[config.mk]
export PLATFORM = sky130hd
export DESIGN_NAME = mem_port_arbiter
export DESIGN_NICKNAME = d
export VERILOG_FILES = /design/src/rtl/arb_pkg.sv /design/src/rtl/arb_priority.sv /design/src/rtl/mem_port_arbiter.sv
export SDC_FILE = /design/constraint.sdc
export NUM_CORES = 1
export LEC_CHECK = 0
export BUFFER_PORTS_ARGS = -buffer_cell sky130_fd_sc_hd__buf_2
export CAP_MARGIN = 30
export CORE_UTILIZATION = 52
export CTS_BUF_LIST = sky130_fd_sc_hd__clkbuf_8
export DETAILED_ROUTE_END_ITERATION = 10
export HOLD_SLACK_MARGIN = 0.08
export PLACE_DENSITY = 0.94
export SYNTH_ARGS = -nofsm -noshare
export SYNTH_HDL_FRONTEND = slang
export SYNTH_HIERARCHICAL = 1
export SYNTH_SLANG_ARGS = --single-unit
[constraint.sdc]
create_clock -name clk -period 4.2 [get_ports clk]
set_input_delay 0.21 -clock clk [delete_from_list [all_inputs] [get_ports clk]]
set_output_delay 0.21 -clock clk [all_outputs]
set_load 0.1 [all_outputs]
[src/rtl/arb_pkg.sv]
`default_nettype none
// ============================================================================
// Package     : arb_pkg
// Description : Shared definitions for the fetch/data memory port arbiter.
//               FSM state encoding, grant-select encoding, streak width.
// Revision    : 1.0 - initial release
// ============================================================================
package arb_pkg;

    // Arbiter FSM states
    typedef enum logic [1:0] {
        IDLE   = 2'b00,
        BUSY_I = 2'b01,
        BUSY_D = 2'b10
    } state_t;

    // Grant select: which requester wins the current arbitration
    localparam logic GNT_I = 1'b0;
    localparam logic GNT_D = 1'b1;

    // Width of the consecutive-data-grant streak counter
    localparam int STREAK_W = 4;

endpackage : arb_pkg
`default_nettype wire

[src/rtl/arb_priority.sv]
`default_nettype none
// ============================================================================
// Module      : arb_priority
// Description : Grant selection between fetch and data requesters. Data wins
//               by default; once STREAK_MAX data grants have been given while
//               a fetch waited, the next contested grant goes to fetch.
// Ports       : clk, reset (async, active-low)
//               i_pend / d_pend : masked pending requests
//               arb_en          : arbitration allowed this cycle (FSM idle)
//               gnt_valid       : a grant is issued this cycle
//               gnt_sel         : GNT_I or GNT_D
// Revision    : 1.0 - initial release
// ============================================================================
module arb_priority
    import arb_pkg::*;
#(
    parameter int STREAK_MAX = 4
) (
    input  logic clk,
    input  logic reset,
    input  logic i_pend,
    input  logic d_pend,
    input  logic arb_en,
    output logic gnt_valid,
    output logic gnt_sel
);

    localparam logic [STREAK_W-1:0] STREAK_LIM = STREAK_W'(STREAK_MAX);

    logic [STREAK_W-1:0] streak;

    always_comb begin
        gnt_valid = arb_en & (i_pend | d_pend);
        gnt_sel   = GNT_D;
        // Fetch wins when it is alone, or when data has used up its streak
        if (i_pend && (!d_pend || (streak == STREAK_LIM))) begin
            gnt_sel = GNT_I;
        end
    end

    always_ff @(posedge clk or negedge reset) begin
        if (!reset) begin
            streak <= '0;
        end else if (gnt_valid) begin
            if (gnt_sel == GNT_I) begin
                streak <= '0;
            end else if (i_pend) begin
                // Data overtook a waiting fetch: count it, saturating
                streak <= (streak >= STREAK_LIM) ? STREAK_LIM : streak + 1'b1;
            end else begin
                streak <= '0;
            end
        end
    end

endmodule : arb_priority
`default_nettype wire

[src/rtl/mem_port_arbiter.sv]
`default_nettype none
// ============================================================================
// Module      : mem_port_arbiter
// Description : Shares one single-port memory between the fetch stage and
//               the memory stage of a pipelined core. Requesters use a
//               req/valid handshake, the memory a req/ready handshake.
// Ports       : clk, reset (async, active-low)
//               i_req/i_addr -> i_rdata/i_valid        fetch port
//               d_req/d_we/d_addr/d_wdata -> d_rdata/d_valid  data port
//               mem_req/mem_we/mem_addr/mem_wdata, mem_rdata/mem_ready
//               stall_f, stall_m : hazard stalls for the core
//               busy             : a memory transaction is outstanding
// Revision    : 1.0 - initial release
// ============================================================================
module mem_port_arbiter
    import arb_pkg::*;
#(
    parameter int AW         = 32,
    parameter int DW         = 32,
    parameter int STREAK_MAX = 4
) (
    input  logic          clk,
    input  logic          reset,
    input  logic          i_req,
    input  logic [AW-1:0] i_addr,
    output logic [DW-1:0] i_rdata,
    output logic          i_valid,
    input  logic          d_req,
    input  logic          d_we,
    input  logic [AW-1:0] d_addr,
    input  logic [DW-1:0] d_wdata,
    output logic [DW-1:0] d_rdata,
    output logic          d_valid,
    output logic          mem_req,
    output logic          mem_we,
    output logic [AW-1:0] mem_addr,
    output logic [DW-1:0] mem_wdata,
    input  logic [DW-1:0] mem_rdata,
    input  logic          mem_ready,
    output logic          stall_f,
    output logic          stall_m,
    output logic          busy
);

    state_t state;
    state_t state_nx;

    logic i_pend;
    logic d_pend;
    logic arb_en;
    logic gnt_valid;
    logic gnt_sel;

    // A requester whose completion pulse is out this cycle is still holding
    // req; masking it keeps the finished request from being re-granted.
    assign i_pend = i_req & ~i_valid;
    assign d_pend = d_req & ~d_valid;
    assign arb_en = (state == IDLE);

    arb_priority #(
        .STREAK_MAX (STREAK_MAX)
    ) u_arb_priority (
        .clk       (clk),
        .reset     (reset),
        .i_pend    (i_pend),
        .d_pend    (d_pend),
        .arb_en    (arb_en),
        .gnt_valid (gnt_valid),
        .gnt_sel   (gnt_sel)
    );

    // State register
    always_ff @(posedge clk or negedge reset) begin
        if (!reset) begin
            state <= IDLE;
        end else begin
            state <= state_nx;
        end
    end

    // Next-state logic
    always_comb begin
        state_nx = state;
        case (state)
            IDLE: begin
                if (gnt_valid) begin
                    state_nx = (gnt_sel == GNT_D) ? BUSY_D : BUSY_I;
                end
            end
            BUSY_I, BUSY_D: begin
                if (mem_ready) begin
                    state_nx = IDLE;
                end
            end
            default: state_nx = IDLE;
        endcase
    end

    // Memory-side latches and requester response registers
    always_ff @(posedge clk or negedge reset) begin
        if (!reset) begin
            mem_req   <= 1'b0;
            mem_we    <= 1'b0;
            mem_addr  <= '0;
            mem_wdata <= '0;
            i_rdata   <= '0;
            d_rdata   <= '0;
            i_valid   <= 1'b0;
            d_valid   <= 1'b0;
        end else begin
            i_valid <= 1'b0;
            d_valid <= 1'b0;
            if (gnt_valid) begin
                mem_req <= 1'b1;
                if (gnt_sel == GNT_D) begin
                    mem_we    <= d_we;
                    mem_addr  <= d_addr;
                    mem_wdata <= d_wdata;
                end else begin
                    mem_we    <= 1'b0;
                    mem_addr  <= i_addr;
                end
            end else if (mem_ready && (state == BUSY_I)) begin
                mem_req <= 1'b0;
                i_valid <= 1'b1;
                i_rdata <= mem_rdata;
            end else if (mem_ready && (state == BUSY_D)) begin
                mem_req <= 1'b0;
                mem_we  <= 1'b0;
                d_valid <= 1'b1;
                // Stores leave the last load result in place
                if (!mem_we) begin
                    d_rdata <= mem_rdata;
                end
            end
        end
    end

    assign stall_f = i_req & ~i_valid;
    assign stall_m = d_req & ~d_valid;
    assign busy    = (state != IDLE);

endmodule : mem_port_arbiter
`default_nettype wire

=== Word level (Yosys, flattened, before mapping) ===
Cells that the tools add are included.

* Input port bits: 134
* Word-level logic and storage cells: 62
* Flip-flop bits (word level): 138

* Bitwise operators: 10
* Add/sub/neg operators: 1
* Equality and inequality tests: 6
* Multiplexer cells: 19
* Magnitude comparators: 1
* Reductions and logical operators: 15

{| class="wikitable"
|+ Operators with widths
! kind !! count
|-
| 2-to-1 mux 32 bit || 1
|-
| 2-to-1 mux 4 bit || 3
|-
| 2-to-1 mux 1 bit || 11
|-
| AND reduction 2 bit || 4
|-
| 2-to-1 mux 2 bit || 3
|-
| != test 2 bit, second input constant || 3
|-
| NOT 1 bit || 6
|-
| adder 4 x 1 -> 4 bit, second input constant || 1
|-
| equality test 4 x 3 -> 1 bit, second input constant || 1
|-
| >= comparator 4 x 3 -> 1 bit, second input constant || 1
|-
| case mux 2 bit (2 select lines) || 1
|-
| AND reduction 4 bit || 1
|-
| nonzero test 2 bit || 2
|-
| bitwise AND 1 bit || 3
|-
| logical AND 1 bit || 3
|-
| nonzero test 3 bit || 1
|-
| equality test 2 x 1 -> 1 bit, second input constant || 1
|-
| equality test 2 bit, second input constant || 1
|-
| logical NOT 2 bit || 1
|-
| OR reduction 2 bit || 1
|-
| logical NOT 1 bit || 1
|-
| logical OR 1 bit || 1
|-
| OR 1 bit || 1
|}

=== Logic depth before layout (Yosys ltp) ===
Gate-level depths: netlist (run 1).

* Word-level depth: 8
* Gate-level depth with buffers: 10
* Depth with buffers taken out: 8

=== By module ===
Netlist (run 1), hierarchy kept.

{| class="wikitable"
|+ By module, submodules not included
! module !! instances !! area an instance (sq um) !! cells an instance
|-
| mem_port_arbiter || 1 || 5476.5 || 374
|-
| arb_priority || 1 || 226.5 || 22
|}

=== Worst setup path before layout (run 1) ===
OpenSTA, ideal clock, no wires.

* Path type: reg-to-reg
* Start: register i_valid
* End: register d_rdata[16]
* Slack: 389 ps
* Required time: 4074 ps
* Cell stages (with the launch flop): 10
* Period minus slack after synthesis: 3811 ps
* Data arrival time: 3685 ps
* Path buffers: 3
* Setup time: 126 ps
* Cell sequence: dfrtp_1 nor2b_1 o21ai_2 inv_1 buf_4 and4bb_1 nor2b_4 buf_6 buf_8 mux2_4

* Longest elaborated chain between the ends: 6

{| class="wikitable"
|+ RTL lines
! element !! RTL line !! source
|-
| start: declaration || mem_port_arbiter.sv:27 || <nowiki>output logic i_valid,</nowiki>
|-
| start signal: assignment || mem_port_arbiter.sv:108 || <nowiki>i_valid <= 1'b0;</nowiki>
|-
| start signal: assignment || mem_port_arbiter.sv:111 || <nowiki>i_valid <= 1'b0;</nowiki>
|-
| start signal: assignment || mem_port_arbiter.sv:125 || <nowiki>i_valid <= 1'b1;</nowiki>
|-
| NOT 1 bit || - ||
|-
| bitwise AND 1 bit || - ||
|-
| net stall_f || mem_port_arbiter.sv:40 || <nowiki>output logic stall_f,</nowiki>
|-
| OR 1 bit || arb_priority.sv:33 || <nowiki>gnt_valid = arb_en & (i_pend | d_pend);</nowiki>
|-
| bitwise AND 1 bit || arb_priority.sv:33 ||
|-
| net gnt_valid || mem_port_arbiter.sv:51 || <nowiki>logic gnt_valid;</nowiki>
|-
| NOT 1 bit (no line) || - ||
|-
| AND reduction 4 bit (no line) || - ||
|-
| end signal: assignment || mem_port_arbiter.sv:133 || <nowiki>d_rdata <= mem_rdata;</nowiki>
|-
| end: declaration || mem_port_arbiter.sv:32 || <nowiki>output logic [DW-1:0] d_rdata,</nowiki>
|}

The timed path passes the listed nets, and every way through them passes these cells.
A chain may end at the register's enable or synchronous reset.

=== Final worst setup path (run 1) ===
* Start: register state[0]
* End: register i_rdata[15]

* Longest elaborated chain between the ends: 4
* Elaborated cells between the ends (all ways): 6
* Those cells by class: eq/ne (1); bitwise (2); reduce/logical (3)

{| class="wikitable"
|+ RTL lines
! element !! RTL line !! source
|-
| start: declaration || mem_port_arbiter.sv:45 || <nowiki>state_t state;</nowiki>
|-
| start signal: assignment || mem_port_arbiter.sv:77 || <nowiki>state <= state_nx;</nowiki>
|-
| logical NOT 2 bit || mem_port_arbiter.sv:58 || <nowiki>assign arb_en = (state == IDLE);</nowiki>
|-
| net arb_en || mem_port_arbiter.sv:50 || <nowiki>logic arb_en;</nowiki>
|-
| bitwise AND 1 bit || arb_priority.sv:33 ||
|-
| net gnt_valid || mem_port_arbiter.sv:51 ||
|-
| NOT 1 bit (no line) || - ||
|-
| AND reduction 2 bit (no line) || - ||
|-
| end signal: assignment || mem_port_arbiter.sv:126 || <nowiki>i_rdata <= mem_rdata;</nowiki>
|-
| end: declaration || mem_port_arbiter.sv:26 || <nowiki>output logic [DW-1:0] i_rdata,</nowiki>
|}

The timed path passes the listed nets, and every way through them passes these cells.

==> impl_metrics.ini, run 1 <==
[finish]
area_delta_synth_final_pct = 46.53
multiInputGateArea_mm2 = 0.002073
nFillCells = 577
regArea_mm2 = 0.003453
finalNetCount = 890
stdcell_count = 902
drive_above_1_share_pct = 48.82
design_area_mm2 = 0.008357

[setup_path]
slowest_stage = nand3_2
slowest_delay_ps = 690
r2r_cells = 7
critPathArrivalTime_ps = 2940
reg2reg_slack_ps = 1550
worst-setup-path-type = reg -> reg
crit_required_ps = 4480
r2r_end = i_rdata[15]
worst_setup_path_start_kind = register
crit_chain = inv_1 -> ha_1 -> o21ai_2 -> inv_2 -> inv_2 -> nand3_2 -> mux2_1
r2r-start = state[0]
endpoint_kind = register
path_delay_family = simple AND/OR/NAND/NOR gates
worstPathBufferInverterCount = 3
critical_path.max_fanout = 33
crit_top_cell = inv_2

[timing]
rsz0062_at_grt = false
fmax_mhz = 376.8
fin_setup_tns_ps = 0
hold_viol_final = 0
max_slew_margin_pct = 39.93
hold_ws_ps = 103.6
report.final.setup_viol = 0
slew_viol_final = 0
period_needed_ps = 2654
tightest_slew_ps = 901.0
period_share_pct = 63.19
skew_ps = 17.46

[global_route]
grt_pass1_wl_um = 26070
grt_overflow = 0
grt_pass1_vias = 5012
grt_usage_pct = 30.28
grt_start_max_net_pins = 104
antenna_found_initial = 2

[yosys]
yosys.area.top_type_share_pct = 60.55
syn_area_per_cell_um2 = 14.40
synth_area_leaders = dfrtp_1, mux2_4, mux2_1, mux2_2, mux2i_1
synth_top_family_by_area = multiplexers
seq_area_frac_synth_pct = 60.55
synth_most_common_cell = dfrtp_1
netlist_area_mm2 = 0.005703
synth_compound_area_share_pct = 4.300
synth_edf_count = 0
ys_seq_elements = 138
synth_cells = 396
synth_top_area_cell = dfrtp_1
async_reset_ff_share_pct = 100.0
synth-xor-area-share_pct = 0
yosys_warnings = 6
synth_cell_type_count = 33
synth-simple-area-share_pct = 4.081
muxShareOfSynthArea_pct = 26.74
yosys.area_share.adder_pct = 1.097
synth_nets = 535
synth_common_cells = dfrtp_1, a21oi_1, mux2_1
synth_ff_type = dfrtp_1

[status]
outcome = finished clean

[placed_design]
port_buffers = 268
place_area_mm2 = 0.007116
dp_hpwl_um = 10050
gp_congestion = 0.7923
dp_cells = 783

[cts]
cts_buffers = 17
cts_setup_buffers = 0
insertion_delay_ps = 420
tritoncts = yes
clk_path_buf_depth = 2
cts_sinks = 138
cts_max_level = 4
root_buffer = clkbuf_8
clk_pin_slew_ps = 80

[routing]
vias = 4675
drt_wl_total_um = 16850
antenna_left = 0
firstDrtPassIters = 5
vias_per_cell = 5.183
wl_per_cell_um = 18.69
drt_iter0_markers = 242
drc = 0

[floorplanning]
core_region_area_mm2 = 0.01046
die_area_mm2 = 0.01139
ios = 269
fp.dieW_um = 106.7
start_util_pct = 54.51
fp.dieH_um = 106.7
rows = 37

[min_path]
hold_path.class = in -> reg
min_from = d_addr[20]
hold_path_end = mem_addr[20]
hold-path-cell-count = 3

[run]
drv_cap = 0
## repair_timing
item / 4_1_cts / 5_1_grt
hold buffers: 85 / 0
resized for setup: 0 / 0
endpoints found under the hold margin: 210 / 0
## layer usage
| metal | track usage, % | routed length, um |
|---|---|---|
| met1 | 33.94 | 6326 |
| met4 | 13.80 | 499 |
| met3 | 7.234 | 1220 |
| met2 | 54.33 | 8808 |
| met5 | 0 | 0 |
## worst max path at each step
stage	cells past startpoint	endpoint	slack [ps]	start
after floorplan	9	d_rdata[16]	390	i_valid
final	7	i_rdata[15]	1550	state[0]
after detailed placement	7	i_rdata[18]	1650	state[0]
after global routing	7	i_rdata[15]	1340	state[0]
after CTS	7	i_rdata[13]	1610	state[0]
after global placement	7	i_rdata[18]	1780	state[0]
## cell usage in the layout, fill, tap and decap left out, types with 3 or more instances in the layout
cell           synthesis  routed
inv_1                  8       9
inv_6                  0       3
buf_4                  1       5
mux2_4                30      30
clkbuf_8               0      17
buf_2                 10     267
nand2_1                4       3
ha_1                   5       5
dfrtp_1              138     138
mux2_2                33      33
clkinvlp_4             0       4
mux2i_1               32      32
a21oi_1               34      34
mux2_1                34      34
nor2b_1                3       3
nor2_1                32      32
dlygate4sd3_1          0      85
## per-stage QoR
step | setup WS (ps) | util [%]
finish | 1546 | 79.87
global placement | 1777 | 68.01
CTS | 1610 | 79.83
floorplan | 389.1 | -
detailed placement | 1646 | 68.01
global route | 1339 | 79.87
## kinds of logic after synthesis
kind of cell               after synthesis
buffers and inverters                   31
muxes                                  129
and+or+nand+nor                         49
DFF                                    138
adders and majority gates                5
AOI/OAI and AO/OA                       44
## worst min-delay path, cell delays in order
cell	delay (ps)
buf_2	80
mux2i_1	60
a21oi_1	130
## flip-flops by register name (all words and copies together) (netlist names)
signal / cells
mem_req: 1
i_rdata: 32
d_rdata: 32
u_arb_priority/streak: 4
mem_addr: 32
mem_wdata: 32
i_valid: 1
state: 2
mem_we: 1
d_valid: 1
## final cells by class
type / count / share of cell area (%)
flip-flops and latches: 138 / 41.32
repair buffers: 358 / 26.76
multi-input cells: 227 / 24.81
clock buffers: 17 / 2.800
well taps: 136 / 2.036
clock inverters: 15 / 1.812
inverters: 9 / 0.4043
diodes: 2 / 0.05989
Power of run 1 is left out: the tool's default activity adds up to more than one toggle a clock period on the data nets, which glitch-free logic cannot reach.
==> inputs of run 2 (changes only) <==
Settings changed: CORE_UTILIZATION 52 to 43, PLACE_DENSITY 0.94 to 0.84.
Clock period 4.2 ns to 2.4 ns, I/O delays scaled along.
==> run 2 against run 1 <==
  * Routed wire length grew 1.4%
  * Die area up 21%
  * Largest cell class unchanged
  * Highest routed layer unchanged
  * Critical path depth rose by 2
  * Via count is 2.7% higher
  * Maximum frequency increased by 19%
  * Cell count increased by 8.9%
  * Worst hold slack better by 99 ps
  * First-iteration DRC count fell by 9.1%
  * Setup slack got worse by 1400 ps
  * Utilization shrank 9.7 points
  * Global-route usage down 5.2 points
  * Clock skew is 0.90 ps higher
==> impl_metrics.ini, run 2 (synthesis results as in run 1) <==
[setup_path]
critPathArrivalTime_ps = 2490
endpoint_kind = register
crit_required_ps = 2670
critical_path.max_fanout = 34
reg2reg_slack_ps = 170
worst-setup-path-type = reg -> reg
worst_setup_path_start_kind = register

[finish]
antenna_cells = 0
design_area_mm2 = 0.008969
layout_common_cells = buf_2, dfrtp_1, dlygate4sd3_1, mux2_1, a21oi_1
nFillCells = 806
drive_above_1_share_pct = 46.91
layout_commonest_cell = buf_2
area_delta_synth_final_pct = 57.26
fin_util_pct = 70.21
finalNetCount = 938

[timing]
max_slew_margin_pct = 58.90
setup_ws_ps = 174.7
period_needed_ps = 2225
period_share_pct = 92.72
report.final.setup_viol = 0
tightest_slew_ps = 616.5
hold_viol_final = 0
fmax_mhz = 449.4
skew_ps = 18.37
slew_viol_final = 0
rsz0062_at_grt = false

[routing]
wl_per_cell_um = 17.41
drt_iter0_markers = 220
drt_wl_total_um = 17090
top_layer = met4
wl_met2_um = 8708
vias = 4802
vias_per_cell = 4.890
antenna_left = 0
firstDrtPassIters = 6
drc = 0
wl_met1_um = 6479
wl_met3_um = 1368

[cts]
cts_buffers = 17
insertion_delay_ps = 430
root_buffer = clkbuf_8
cts_sinks = 138
clk_path_buf_depth = 2
clk_pin_slew_ps = 70
cts_setup_buffers = 0
cts_max_level = 4
tritoncts = yes

[floorplanning]
die_area_mm2 = 0.01373
fp.dieH_um = 117.2
core_region_area_mm2 = 0.01277
ios = 269
rows = 41
start_util_pct = 44.65
fp.dieW_um = 117.2

[placed_design]
place_area_mm2 = 0.007261
gp_congestion = 0.7690
dp_hpwl_um = 10110
dp_slack_ps = 220.9
port_buffers = 268

[global_route]
grt_usage_pct = 25.06
grt_pass1_vias = 5064
grt_start_max_net_pins = 66
grt_overflow = 0
grt_pass1_wl_um = 25420
antenna_found_initial = 0

[min_path]
hold_path.class = in -> reg

[status]
outcome = finished clean

[run]
drv_cap = 0
-- run 2: changes by cell type in the layout (fill, tap and decap cells not counted), moves of 2 or more --
cell / before / now
dfrtp_1: 138 / 136
dfrtp_4: 0 / 2
buf_4: 5 / 2
buf_12: 0 / 5
clkbuf_8: 17 / 20
clkinv_4: 2 / 0
dlygate4sd3_1: 85 / 131
nor2b_1: 3 / 1
inv_1: 9 / 7
diode_2: 2 / 0
nor2b_4: 1 / 3
-- run 2: what timing repair did --
item | CTS | global route
hold buffers | 131 | 0
resized for setup | 0 | 1
endpoints found under the setup margin | 0 | 1
hold endpoints to repair | 187 | 0
-- run 2: routing by layer --
metal	GRT usage, %	vias up
li1	-	2183
met1	26.37	2332
met4	12.66	0
met2	44.71	246
met3	8.290	41
met5	0	-
-- run 2: area by class of cell --
| cell class | instances | area, um^2 | share of cell area (%) |
|---|---|---|---|
| tap | 172 | 215.2 | 2.400 |
| sequential | 138 | 3461 | 38.59 |
| clock inverter | 10 | 117.6 | 1.311 |
| inverter | 9 | 33.78 | 0.3767 |
| timing repair buffer | 406 | 2774 | 30.93 |
| clock buffer | 20 | 275.3 | 3.069 |
| multi-input combinational | 227 | 2092 | 23.33 |
-- run 2: path summary, 6_finish.rpt --
path                       cells after the start                      from                        to
max                                            9  u_arb_priority/streak[0]              mem_addr[24]
min                                            4                     i_req  u_arb_priority/streak[2]
max reg2reg                                    9  u_arb_priority/streak[0]              mem_addr[24]
min reg2reg                                    1                   mem_req                   mem_req
max in group asynchronous                      3                     reset               i_rdata[20]
min in group asynchronous                      2                     reset              mem_addr[11]
-- run 2: worst max-delay path, cell delays in order, from the launching register on --
cell	delay, ps
dfrtp_1	360
inv_1	70
ha_1	220
nand3b_1	90
nand2_1	60
nand2_2	100
buf_12	240
mux2i_1	250
dlygate4sd3_1	590
a21oi_1	80
-- run 2: per-stage QoR --
| step | TNS [ps] | cells | hold WS [ps] |
|---|---|---|---|
| floorplan | -5737 | 396 | -175.6 |
| global placement | 0 | 821 | 111.7 |
| detailed placement | 0 | 821 | 121.3 |
| CTS | 0 | 982 | 171.2 |
| global route | 0 | 982 | 176.5 |
| finish | 0 | 982 | 202.5 |
Power of run 2 is left out for the same reason.
==> inputs of run 3 (changes only) <==
Settings changed: REMOVE_ABC_BUFFERS set to 1.
==> run 3 against run 2 <==
  * Non-clock buffer count is 2 higher
  * Count of clock-buffer cells in the layout up 2
  * Routed wire length fell by 0.73%
  * Worst hold slack better by 11 ps
  * Utilization about the same
  * Maximum frequency decreased by 1.8%
  * Global-route usage shrank 0.81 points
  * Design area about the same
  * Flip-flop and latch count stayed put
  * Largest cell class unchanged
  * Critical path type unchanged
  * Die area is the same
  * Sequential share of layout area decreased by 0.11 points
  * Cell count up 0.51%
==> impl_metrics.ini, run 3 (synthesis results as in run 1) <==
[placed_design]
gp_congestion = 0.7334
dp_hpwl_um = 9697
port_buffers = 268
dp_slack_ps = 303.4

[cts]
cts_sinks = 138
cts_buffers = 17
clk_pin_slew_ps = 80
insertion_delay_ps = 430
clk_path_buf_depth = 2
tritoncts = yes
root_buffer = clkbuf_8
cts_setup_buffers = 0
cts_max_level = 4

[global_route]
grt_usage_pct = 24.25
grt_start_max_net_pins = 62
met2_usage_pct = 44.86
antenna_found_initial = 1
grt_overflow = 0
grt_pass1_vias = 5101
grt_pass1_wl_um = 24570
grt-busiest-layer = met2
grt.met1_usage_pct = 25.00
gr-usage-met3_pct = 6.128

[timing]
max_slew_margin_pct = 62.71
rsz0062_at_grt = false
fmax_mhz = 441.1
report.final.setup_viol = 0
skew_ps = 10.68
slew_viol_final = 0
hold_viol_final = 0
period_share_pct = 94.45
tightest_slew_ps = 559.3
period_needed_ps = 2267
setup_ws_ps = 133.1

[routing]
wl_per_cell_um = 17.19
firstDrtPassIters = 4
vias_per_cell = 4.873
drt_wl_total_um = 16970
drc = 0
vias = 4810
antenna_left = 0
drt_iter0_markers = 200

[setup_path]
crit_chain = nor2b_1 -> nand2_1 -> nand2_2 -> buf_12 -> mux2i_1 -> dlygate4sd3_1 -> a21oi_1
critPathArrivalTime_ps = 2550
slowest_delay_ps = 600
worst-setup-path-type = reg -> reg
crit_required_ps = 2690
endpoint_kind = register
path_delay_family = buffers and inverters
worst_setup_path_start_kind = register
critical_path.max_fanout = 17
slowest_stage = dlygate4sd3_1
worstPathBufferInverterCount = 2

[min_path]
hold_path.class = in -> async

[floorplanning]
fp.dieW_um = 117.2
core_region_area_mm2 = 0.01277
die_area_mm2 = 0.01373
start_util_pct = 44.65
fp.dieH_um = 117.2
ios = 269
rows = 41

[status]
outcome = finished clean

[finish]
drive_above_1_share_pct = 46.07
layout_commonest_cell = buf_2
fin_util_pct = 70.26
finalNetCount = 940
area_delta_synth_final_pct = 57.37
layout_common_cells = buf_2, dfrtp_1, dlygate4sd3_1, mux2_1, a21oi_1

[run]
drv_cap = 0
==> run 3: changes by cell type in the layout (fill, tap and decap cells not counted), sizes merged <==
| cell | delta |
|---|---|
| clkbuf | +3 |
| clkinvlp | -2 |
| diode | +1 |
| inv | +2 |
| buf | +1 |
==> run 3: metal layers <==
metal / vias to the layer above / wire length (um) / share of wire [%]
li1: 2193 / - / -
met1: 2353 / 6195 / 37
met2: 209 / 9223 / 54
met3: 55 / 931 / 5.5
met4: 0 / 618 / 3.6
met5: - / 0 / 0
==> run 3: timing repair <==
action | 4_1_cts | 5_1_grt
endpoints found under the setup margin | 0 | 1
resized for setup | 0 | 0
hold buffers | 131 | 0
endpoints found under the hold margin | 187 | 0
==> run 3: worst paths after layout <==
| check | startpoint | end | slack [ps] | depth (start not counted) |
|---|---|---|---|---|
| max | d_valid | mem_addr[26] | 130 | 7 |
| min reg2reg | mem_req | mem_req | 480 | 1 |
| max reg2reg | d_valid | mem_addr[26] | 130 | 7 |
| max in group asynchronous | reset | mem_addr[2] | 1480 | 3 |
| min in group clk | d_req | u_arb_priority/streak[2] | 320 | 4 |
| min | reset | d_rdata[13] | 210 | 2 |
==> run 3: through the flow <==
stage	TNS, ps	std cells	instance area (um^2)	hold WS (ps)
6_report	0	987	8975	213.5
5_1_grt	0	987	8975	269.7
4_1_cts	0	985	8947	225.6
3_5_place_dp	0	822	7233	123.7
3_3_place_gp	0	822	7233	113.8
2_1_floorplan	-343020	374	5553	-175.6
==> run 3: layout make-up <==
type / instances / area, um^2
timing repair buffer: 408 / 2794
fill: 845 / 3799
antenna: 1 / 2.502
sequential: 138 / 3453
clock buffer: 22 / 302.8
inverter: 9 / 33.78
tap: 172 / 215.2
clock inverter: 10 / 100.1
multi-input combinational: 227 / 2073
Power of run 3 is left out for the same reason.
